## src/rtl/uart_pkg.sv

```systemverilog
// Constants and state encoding shared by the UART transmit and receive paths.
// Frame: 1 start, NUM_DATA_BITS data LSB first, 1 even-parity bit, 1 stop bit.
package uart_pkg;

   localparam int NUM_DATA_BITS = 8;
   localparam int STOP_BITS     = 1;
   localparam bit PARITY_EVEN   = 1'b1;

   typedef enum logic [2:0] {
      IDLE,
      START,
      DATA,
      PARITY,
      STOP
   } tx_state_t;

endpackage

```

## src/rtl/uart_fifo.sv

```systemverilog
// Synchronous FIFO, one-cycle write-to-read visibility, registered level counter.
// Push is dropped while full and pop is ignored while empty; full does not look ahead at a same-cycle pop.
module uart_fifo #(
   parameter int WIDTH = 8,
   parameter int DEPTH = 4
) (
   input  logic                     clk,
   input  logic                     reset,
   input  logic                     push,
   input  logic [WIDTH-1:0]         din,
   input  logic                     pop,
   output logic [WIDTH-1:0]         dout,
   output logic                     full,
   output logic                     empty,
   output logic [$clog2(DEPTH):0]   level
);

   localparam int AW = $clog2(DEPTH);
   localparam int LW = AW + 1;

   logic [WIDTH-1:0] mem [DEPTH];
   logic [AW-1:0]    wr_ptr;
   logic [AW-1:0]    rd_ptr;
   logic             do_push;
   logic             do_pop;

   assign full    = (level == LW'(DEPTH));
   assign empty   = (level == '0);
   assign do_push = push && !full;
   assign do_pop  = pop && !empty;
   assign dout    = mem[rd_ptr];

   // Storage carries no reset; the pointers alone define what is valid.
   always_ff @(posedge clk) begin
      if (do_push) begin
         mem[wr_ptr] <= din;
      end
   end

   always_ff @(posedge clk) begin
      if (reset) begin
         wr_ptr <= '0;
         rd_ptr <= '0;
         level  <= '0;
      end else begin
         if (do_push) begin
            wr_ptr <= wr_ptr + 1'b1;
         end
         if (do_pop) begin
            rd_ptr <= rd_ptr + 1'b1;
         end
         case ({do_push, do_pop})
            2'b10:   level <= level + 1'b1;
            2'b01:   level <= level - 1'b1;
            default: level <= level;
         endcase
      end
   end

endmodule

```

## src/rtl/uart_tx_ctrl.sv

```systemverilog
// UART transmitter: byte FIFO feeding an 11-bit frame serialiser; frames start on a baud tick once data and cts are present.
// tx_ready is combinational ~full; cts is only sampled at frame start, back-to-back frames have no idle bit.
module uart_tx_ctrl
   import uart_pkg::*;
#(
   parameter int DATA_BITS  = NUM_DATA_BITS,
   parameter int FIFO_DEPTH = 4
) (
   input  logic                          clk,
   input  logic                          reset,
   input  logic                          baud_tick,
   input  logic [DATA_BITS-1:0]          tx_data,
   input  logic                          tx_valid,
   output logic                          tx_ready,
   input  logic                          cts,
   output logic                          txd,
   output logic                          busy,
   output logic                          done,
   output logic [$clog2(FIFO_DEPTH):0]   level
);

   localparam int CW = (DATA_BITS > 1) ? $clog2(DATA_BITS) : 1;
   localparam logic [CW-1:0] LAST_BIT = CW'(DATA_BITS - 1);

   tx_state_t            state, state_n;
   logic [DATA_BITS-1:0] shreg, shreg_n;
   logic [CW-1:0]        bit_cnt, bit_cnt_n;
   logic                 par, par_n;
   logic                 txd_n, busy_n, done_n;

   logic                 fifo_full;
   logic                 fifo_empty;
   logic                 fifo_pop;
   logic [DATA_BITS-1:0] fifo_dout;

   assign tx_ready = ~fifo_full;

   uart_fifo #(
      .WIDTH (DATA_BITS),
      .DEPTH (FIFO_DEPTH)
   ) u_fifo (
      .clk   (clk),
      .reset (reset),
      .push  (tx_valid),
      .din   (tx_data),
      .pop   (fifo_pop),
      .dout  (fifo_dout),
      .full  (fifo_full),
      .empty (fifo_empty),
      .level (level)
   );

   always_ff @(posedge clk) begin
      if (reset) begin
         state   <= IDLE;
         shreg   <= '0;
         bit_cnt <= '0;
         par     <= 1'b0;
         txd     <= 1'b1;
         busy    <= 1'b0;
         done    <= 1'b0;
      end else begin
         state   <= state_n;
         shreg   <= shreg_n;
         bit_cnt <= bit_cnt_n;
         par     <= par_n;
         txd     <= txd_n;
         busy    <= busy_n;
         done    <= done_n;
      end
   end

   always_comb begin
      state_n   = state;
      shreg_n   = shreg;
      bit_cnt_n = bit_cnt;
      par_n     = par;
      txd_n     = txd;
      busy_n    = busy;
      done_n    = 1'b0;
      fifo_pop  = 1'b0;

      if (baud_tick) begin
         case (state)
            IDLE: begin
               txd_n  = 1'b1;
               busy_n = 1'b0;
               if (!fifo_empty && cts) begin
                  fifo_pop = 1'b1;
                  shreg_n  = fifo_dout;
                  par_n    = ^fifo_dout;
                  txd_n    = 1'b0;
                  busy_n   = 1'b1;
                  state_n  = START;
               end
            end
            START: begin
               txd_n     = shreg[0];
               shreg_n   = shreg >> 1;
               bit_cnt_n = '0;
               state_n   = DATA;
            end
            DATA: begin
               // bit_cnt indexes the data bit currently on the line
               if (bit_cnt == LAST_BIT) begin
                  txd_n   = par;
                  state_n = PARITY;
               end else begin
                  txd_n     = shreg[0];
                  shreg_n   = shreg >> 1;
                  bit_cnt_n = bit_cnt + 1'b1;
               end
            end
            PARITY: begin
               txd_n   = 1'b1;
               state_n = STOP;
            end
            STOP: begin
               done_n = 1'b1;
               if (!fifo_empty && cts) begin
                  fifo_pop = 1'b1;
                  shreg_n  = fifo_dout;
                  par_n    = ^fifo_dout;
                  txd_n    = 1'b0;
                  busy_n   = 1'b1;
                  state_n  = START;
               end else begin
                  txd_n   = 1'b1;
                  busy_n  = 1'b0;
                  state_n = IDLE;
               end
            end
            default: begin
               txd_n   = 1'b1;
               busy_n  = 1'b0;
               state_n = IDLE;
            end
         endcase
      end
   end

endmodule

```

## config.mk

```make
export PLATFORM = sky130hd
export DESIGN_NAME = uart_tx_ctrl
export DESIGN_NICKNAME = d
export VERILOG_FILES = /design/src/rtl/uart_pkg.sv /design/src/rtl/uart_fifo.sv /design/src/rtl/uart_tx_ctrl.sv
export SDC_FILE = /design/constraint.sdc
export NUM_CORES = 1
export LEC_CHECK = 0
export ABC_AREA = 1
export BUFFER_PORTS_ARGS = -buffer_cell sky130_fd_sc_hd__buf_4
export CAP_MARGIN = 40
export CORE_UTILIZATION = 30
export CTS_BUF_LIST = sky130_fd_sc_hd__clkbuf_16
export DETAILED_ROUTE_END_ITERATION = 7
export SYNTH_ARGS = -nofsm -noshare
export SYNTH_HDL_FRONTEND = slang
export SYNTH_HIERARCHICAL = 1
export SYNTH_SLANG_ARGS = --single-unit
```

## constraint.sdc

```tcl
create_clock -name clk -period 6.2 [get_ports clk]
set_clock_uncertainty 0.2 [all_clocks]
set_input_delay 0.62 -clock clk [delete_from_list [all_inputs] [get_ports clk]]
set_output_delay 0.62 -clock clk [all_outputs]
set_load 0.01 [all_outputs]
```

# Yosys cells after proc, flatten, opt, wreduce, memory -nomap -nowiden

Memory sizes are Yosys's and may differ from the RTL's. A register that Yosys moved wholly into a read port is not among the register bits.
Index checks and enable logic that the tools add are counted.

Reduce and logical (&&, ||, !) cells: 19
Equal/unequal tests: 12
Add/sub/neg operators: 5
Bitwise logic cells: 3
Multiplexer cells: 22

Operators with widths:

| cell                                                                   | number |
|---|---|
| 8-bit case mux with 3 select lines                                     | 1 |
| 8-bit 2-to-1 mux                                                       | 2 |
| 3-bit case mux with 5 select lines                                     | 1 |
| 3-bit case mux with 2 select lines                                     | 2 |
| 3-bit equality test (second input constant)                            | 3 |
| 1-bit 2-to-1 mux                                                       | 9 |
| 3-bit 2-to-1 mux                                                       | 3 |
| 3-bit AND reduction                                                    | 3 |
| 8-bit XOR reduction                                                    | 1 |
| 3-bit by 1-bit adder with 3-bit output (second input constant)         | 2 |
| 3-bit by 2-bit equality test with 1-bit output (second input constant) | 2 |
| 3-bit logical NOT                                                      | 2 |
| 2-bit != test (second input constant)                                  | 3 |
| 2-bit by 1-bit adder with 2-bit output (second input constant)         | 2 |
| 2-bit 2-to-1 mux                                                       | 2 |
| 4-bit AND reduction                                                    | 1 |
| 2-bit nonzero test                                                     | 2 |
| 2-bit OR reduction                                                     | 2 |
| 3-bit by 1-bit equality test with 1-bit output (second input constant) | 1 |
| 1-bit logical AND                                                      | 3 |
| 1-bit NOT                                                              | 3 |
| 1-bit case mux with 3 select lines                                     | 1 |
| 3-bit nonzero test                                                     | 1 |
| 3-bit OR reduction                                                     | 1 |
| other kinds (7)                                                        | 8 |

Word-level logic and storage cells: 72
Memories: 1
Output and inout bits: 7
RAM bits: 32
Bits in registers: 25
Bits of input ports: 13

Memory list:

| name       | words | width | read ports | clocked after memory_dff | write ports | RTL line        | text |
|---|---|---|---|---|---|---|---|
| u_fifo.mem | 4     | 8     | 1          | 1                        | 1           | uart_fifo.sv:21 | `logic [WIDTH-1:0] mem [DEPTH];` |

# Longest topological paths before layout

Depth after elaboration: 9
Depth in mapped cells: 19
Depth with buffers taken out: 19

# Cells and area by module

The synthesis kept the hierarchy.

Modules (own cells, without submodules):

| module       | area each (um^2) | sequential area each (um^2) | cells an instance | instances |
|---|---|---|---|---|
| uart_fifo    | 1687.9           | 1141.1                      | 146               | 1 |
| uart_tx_ctrl | 1119.8           | 360.3                       | 177               | 1 |

# Least setup slack after synthesis

No wires, ideal clock.

Path kind: register to register
Start: reg u_fifo.level[0]
End: reg u_fifo.level[2]
Data required time: 5890 ps
Buffers on the path: 0
Setup slack: 3854 ps
Period minus slack after synthesis: 2346 ps
Setup time: 110 ps
Cell stages (with the launch flop): 20
Arrival time: 2036 ps
Cells stage by stage: dfxtp_1 -> inv_1 -> nand3_1 -> inv_1 -> inv_1 -> nand2_1 -> inv_1 -> nand3_1 -> inv_1 -> inv_1 -> nor2_1 -> ha_1 -> inv_1 -> fa_1 -> inv_1 -> nand2_1 -> nand3_1 -> nand2_1 -> inv_1 -> nor2_1

Cells in the longest elaborated chain, start to end: 9
Elaborated cells between the ends (all ways): 16
Classes of those cells: add/sub: 2; eq/ne: 3; mux: 4; reduce/logical: 7

RTL lines:

| item                                                                                         | RTL line                                | text |
|---|---|---|
| start: declaration                                                                           | uart_fifo.sv:15                         | `output logic [$clog2(DEPTH):0] level` |
| start signal: assignment                                                                     | uart_fifo.sv:53                         | `2'b10: level <= level + 1'b1;` |
| start signal: assignment                                                                     | uart_fifo.sv:54                         | `2'b01: level <= level - 1'b1;` |
| start signal: assignment                                                                     | uart_fifo.sv:55                         | `default: level <= level;` |
| 3-bit logical NOT (*)                                                                        | uart_fifo.sv:28                         | `assign empty = (level == '0);` |
| net fifo_empty                                                                               | uart_tx_ctrl.sv:32                      | `logic fifo_empty;` |
| 1-bit logical NOT (*)                                                                        | uart_tx_ctrl.sv:88, uart_tx_ctrl.sv:120 |  |
| 1-bit logical AND (*)                                                                        | uart_tx_ctrl.sv:88, uart_tx_ctrl.sv:120 |  |
| 1-bit 2-to-1 mux (*)                                                                         | uart_tx_ctrl.sv:88, uart_tx_ctrl.sv:120 |  |
| 1-bit 2-to-1 mux (*)                                                                         | n/a                                     |  |
| 1-bit 2-to-1 mux (*)                                                                         | uart_tx_ctrl.sv:83                      | `if (baud_tick) begin` |
| net fifo_pop                                                                                 | uart_tx_ctrl.sv:33                      | `logic fifo_pop;` |
| 1-bit logical AND (*)                                                                        | uart_fifo.sv:30                         | `assign do_pop = pop && !empty;` |
| net u_fifo.do_pop                                                                            | uart_fifo.sv:25                         | `logic do_pop;` |
| 2-bit by 1-bit equality test with 1-bit output / 2-bit equality test (equally long branches) | uart_fifo.sv:52                         | `case ({do_push, do_pop})` |
| 3-bit case mux with 2 select lines / 2-bit nonzero test (equally long branches)              | n/a                                     |  |

Mark *: on every way through the listed nets, which the timed path passes. The rest lies on a longest branch.
A chain may end at the register's enable or synchronous reset.

# Final worst setup path

Start: reg u_fifo.level[1]
End: reg u_fifo.level[2]

The elaborated chain is that of the path after synthesis.

==> summary.txt <==
Floorplanning
  • Number of primary I/O pins: 20
  • Vertical die dimension: 98.7 um
  • Total number of placement rows: 34
  • Die X: 98.7 um
  • Floorplan core area: 0.00889 mm^2
  • Overall die area: 0.00975 mm^2
  • Initial cell density of the core: 31.6%

Place
  • Global placer's final weighted congestion: 0.834
  • Count of buffers from port buffering: 19
  • Detailed-placement wirelength estimate: 3710 um
  • Number of placed cells counting well taps: 443

Timing
  • Fmax: 398 MHz
  • Sum Neg Setup Slack: 0 ns
  • Hold Fails Final Rpt: 0
  • Unrepaired setup endpoints after global routing: no
  • Relative slew margins: 45.7%
  • Pin slew with the least headroom to its limit: 0.811 ns
  • Final critical path time including I/O delays and setup: 2.51 ns
  • Final cycle utilization of the critical path: 40.5%
  • Final setup violation count: 0
  • Max-slew violations: 0

Synthesis
  • Cell type with the highest aggregate area in the netlist: sky130_fd_sc_hd__edfxtp_1
  • Portion of the post-synthesis area used by sequential elements: 53.5%
  • Commonest register cell after synthesis: sky130_fd_sc_hd__edfxtp_1
  • Area of the mapped netlist: 0.00281 mm^2
  • Area share of the leading cell type in the synthesized netlist: 34.2%
  • Most common cell in the netlist: sky130_fd_sc_hd__nand2_1
  • Register bit total from synthesis: 59
  • Async SR Flop Fraction: 0%
  • Mean instance size in the synthesized netlist: 8.69 um^2
  • EDFF count, synth: 32
  • Leading cell types by count after synthesis: sky130_fd_sc_hd__nand2_1 (68), sky130_fd_sc_hd__nor2_1 (51), sky130_fd_sc_hd__inv_1 (40), sky130_fd_sc_hd__edfxtp_1 (32), sky130_fd_sc_hd__dfxtp_1 (27)
  • Most area-consuming cells after synthesis: sky130_fd_sc_hd__edfxtp_1 (34%), sky130_fd_sc_hd__dfxtp_1 (19%), sky130_fd_sc_hd__nand2_1 (9.1%)
  • Count of unique library cells instantiated by Yosys: 28
  • Post-Synthesis Cells: 323
  • Synth Net Count: 344
  • Yosys synthesis warning count: 6

Setup path
  • Critical path's most frequent cell: sky130_fd_sc_hd__inv_1
  • Crit Reg-Reg Endpoint: u_fifo/level[2]
  • Worst R2R Setup Slack: 3.69 ns
  • End point of the critical path: u_fifo/level[2]
  • Worst Setup End Kind: flop
  • Delay of the slowest cell on the worst path: 0.38 ns
  • Length in cells of the worst reg-to-reg path: 18
  • Critical path cell sequence: inv_1 > nand3_1 > inv_1 > inv_1 > nand2_1 > inv_1 > nand3_1 > inv_1 > inv_1 > nor2_1 > ha_1 > inv_1 > fa_1 > nand2_1 > nand3_1 > nand2_1 > inv_1 > nor2_1
  • Start of the worst register-to-register path: u_fifo/level[1]
  • Worst-path cell with the longest stage delay: sky130_fd_sc_hd__fa_1
  • Critical path origin: u_fifo/level[1]
  • Nature of the critical path startpoint: flop
  • Critical path data required time: 6.27 ns
  • Critical path fanouts, max: 5
  • Crit Path Category: reg2reg
  • Data arrival time at the worst-slack endpoint: 2.58 ns

Global route
  • Wire length of the first global-routing pass: 8850 um
  • Total global-route track usage: 11.9%
  • Initial antenna violation count: 0
  • Vias in the first global route: 1918
  • Global-route congestion overflow total: 0
  • Largest net degree at the start of global routing: 18

CTS
  • Quantity of gates resized following cts: 0
  • H-tree depth: 3
  • Clock sink count: 59
  • CTS tree: built
  • Total clock buffers created by CTS: 9
  • Postcts setup bufs: 0
  • Clock root cell: sky130_fd_sc_hd__clkbuf_16
  • Quantity of hold-fixing buffers added after cts: 0
  • Max clock buf depth: 2
  • Clk slew on worst S/H paths: 0.05 ns
  • Worst-Skew Late Latency: 0.33 ns

Pwr
  • Leakage power of the design: 1.43 nW
  • Post-layout total power: 1.21 mW
  • Total power per unit cell area: 361 mW/mm^2
  • Peak supply drop: 0.000125 V

Drt
  • Drt initial violations: 89
  • Routed length on met1: 2490 um
  • Detailed-route DRC error count: 0
  • Via-to-Cell Ratio: 4.60
  • Detail Route met2 WL: 2520 um
  • Post-DR wirelength/cell: 11.7 um
  • Vias after detailed routing: 2113
  • Detailed Routing Iterations Pass 1: 4
  • Antenna-violating nets left: 0
  • Highest routed layer: met4
  • Met3 Wirelength: 220 um
  • Total routed wirelength: 5370 um

Finish
  • # fillers: 865
  • Share of layout cells above drive strength 1: 16.2%
  • Antenna fix cells: 0
  • Finished Core Util: 37.7%
  • Number of non-filler instances in the completed layout: 459
  • Area added between synthesis and finish: 19.5%
  • Nets@finish: 367

Outcome
  • Run status: completed

Worst hold path
  • Class of the most critical hold timing path: reg2reg

Run
  • Max_cap viols: 0
## state kept, by name, summed over array words and instances (netlist names), 2 cells and up, named ones only
register       count
bit_cnt            3
u_fifo/mem        32
u_fifo/rd_ptr      2
u_fifo/level       3
shreg              8
u_fifo/wr_ptr      2
state              3
## cells by family after synthesis
family / synth area share, %
and+or+nand+nor: 23.2
DFF: 53.5
AOI/OAI and AO/OA: 10.5
buffers and inverters: 7.66
adders and majority gates: 3.83
xor gates and xnor gates: 0.624
muxes: 0.713
## power breakdown
group          leakage (nW)  internal, mW  switching [mW]
clock network         0.152         0.354           0.184
logic                 0.761        0.0742           0.129
registers             0.515         0.447          0.0229
## through the flow
| stage | instance area [um^2] | setup slack (ns) | hold WS, ns |
|---|---|---|---|
| floorplan | 2810 | 3.85 | 0.248 |
| global placement | 3030 | 3.77 | 0.263 |
| detailed placement | 3030 | 3.72 | 0.267 |
| CTS | 3350 | 3.68 | 0.281 |
| global route | 3350 | 3.38 | 0.286 |
| finish | 3350 | 3.69 | 0.278 |
## worst min-delay path by stage
stage | start | end | slack [ns] | cells past startpoint
finish | u_fifo/rd_ptr[0] | u_fifo/rd_ptr[0] | 0.28 | 2
global placement | shreg[1] | shreg[1] | 0.26 | 2
global route | tx_data[6] | u_fifo/mem[0][6] | 0.29 | 1
CTS | u_fifo/rd_ptr[0] | u_fifo/rd_ptr[0] | 0.28 | 2
detailed placement | u_fifo/rd_ptr[0] | u_fifo/rd_ptr[0] | 0.27 | 2
floorplan | u_fifo/rd_ptr[0] | flop | 0.25 | 2
## per-layer routing
layer,up-vias,track usage [%]
met5,-,0
met4,0,7.23
met3,12,3.12
met2,43,19.3
met1,957,14.3
li1,1101,-
## final cells by class
class / instances / area (um^2) / share of cell area [%]
Sequential cell: 59 / 1500 / 44.8
Tap cell: 108 / 135 / 4.03
Inverter: 42 / 158 / 4.70
Multi-Input combinational cell: 215 / 1090 / 32.5
Timing Repair Buffer: 19 / 143 / 4.25
Clock inverter: 7 / 101 / 3.02
Clock buffer: 9 / 225 / 6.71
## cell usage in the layout (no fill, tap or decap), types with 10 or more instances in the layout
| cell | count |
|---|---|
| sky130_fd_sc_hd__a21oi_1 | 16 |
| sky130_fd_sc_hd__buf_4 | 19 |
| sky130_fd_sc_hd__dfxtp_1 | 27 |
| sky130_fd_sc_hd__edfxtp_1 | 32 |
| sky130_fd_sc_hd__inv_1 | 40 |
| sky130_fd_sc_hd__nand2_1 | 68 |
| sky130_fd_sc_hd__nor2_1 | 51 |
| sky130_fd_sc_hd__nor2_2 | 10 |
| sky130_fd_sc_hd__o21ai_0 | 21 |
## worst max-delay path: cells and delay by family (launching register included)
family | cells | cell delay (ns)
fa+ha+maj | 2 | 0.56
buf+inv | 8 | 0.58
flops | 1 | 0.35
simple gates | 8 | 0.75
(Power assumes the default switching activity.)
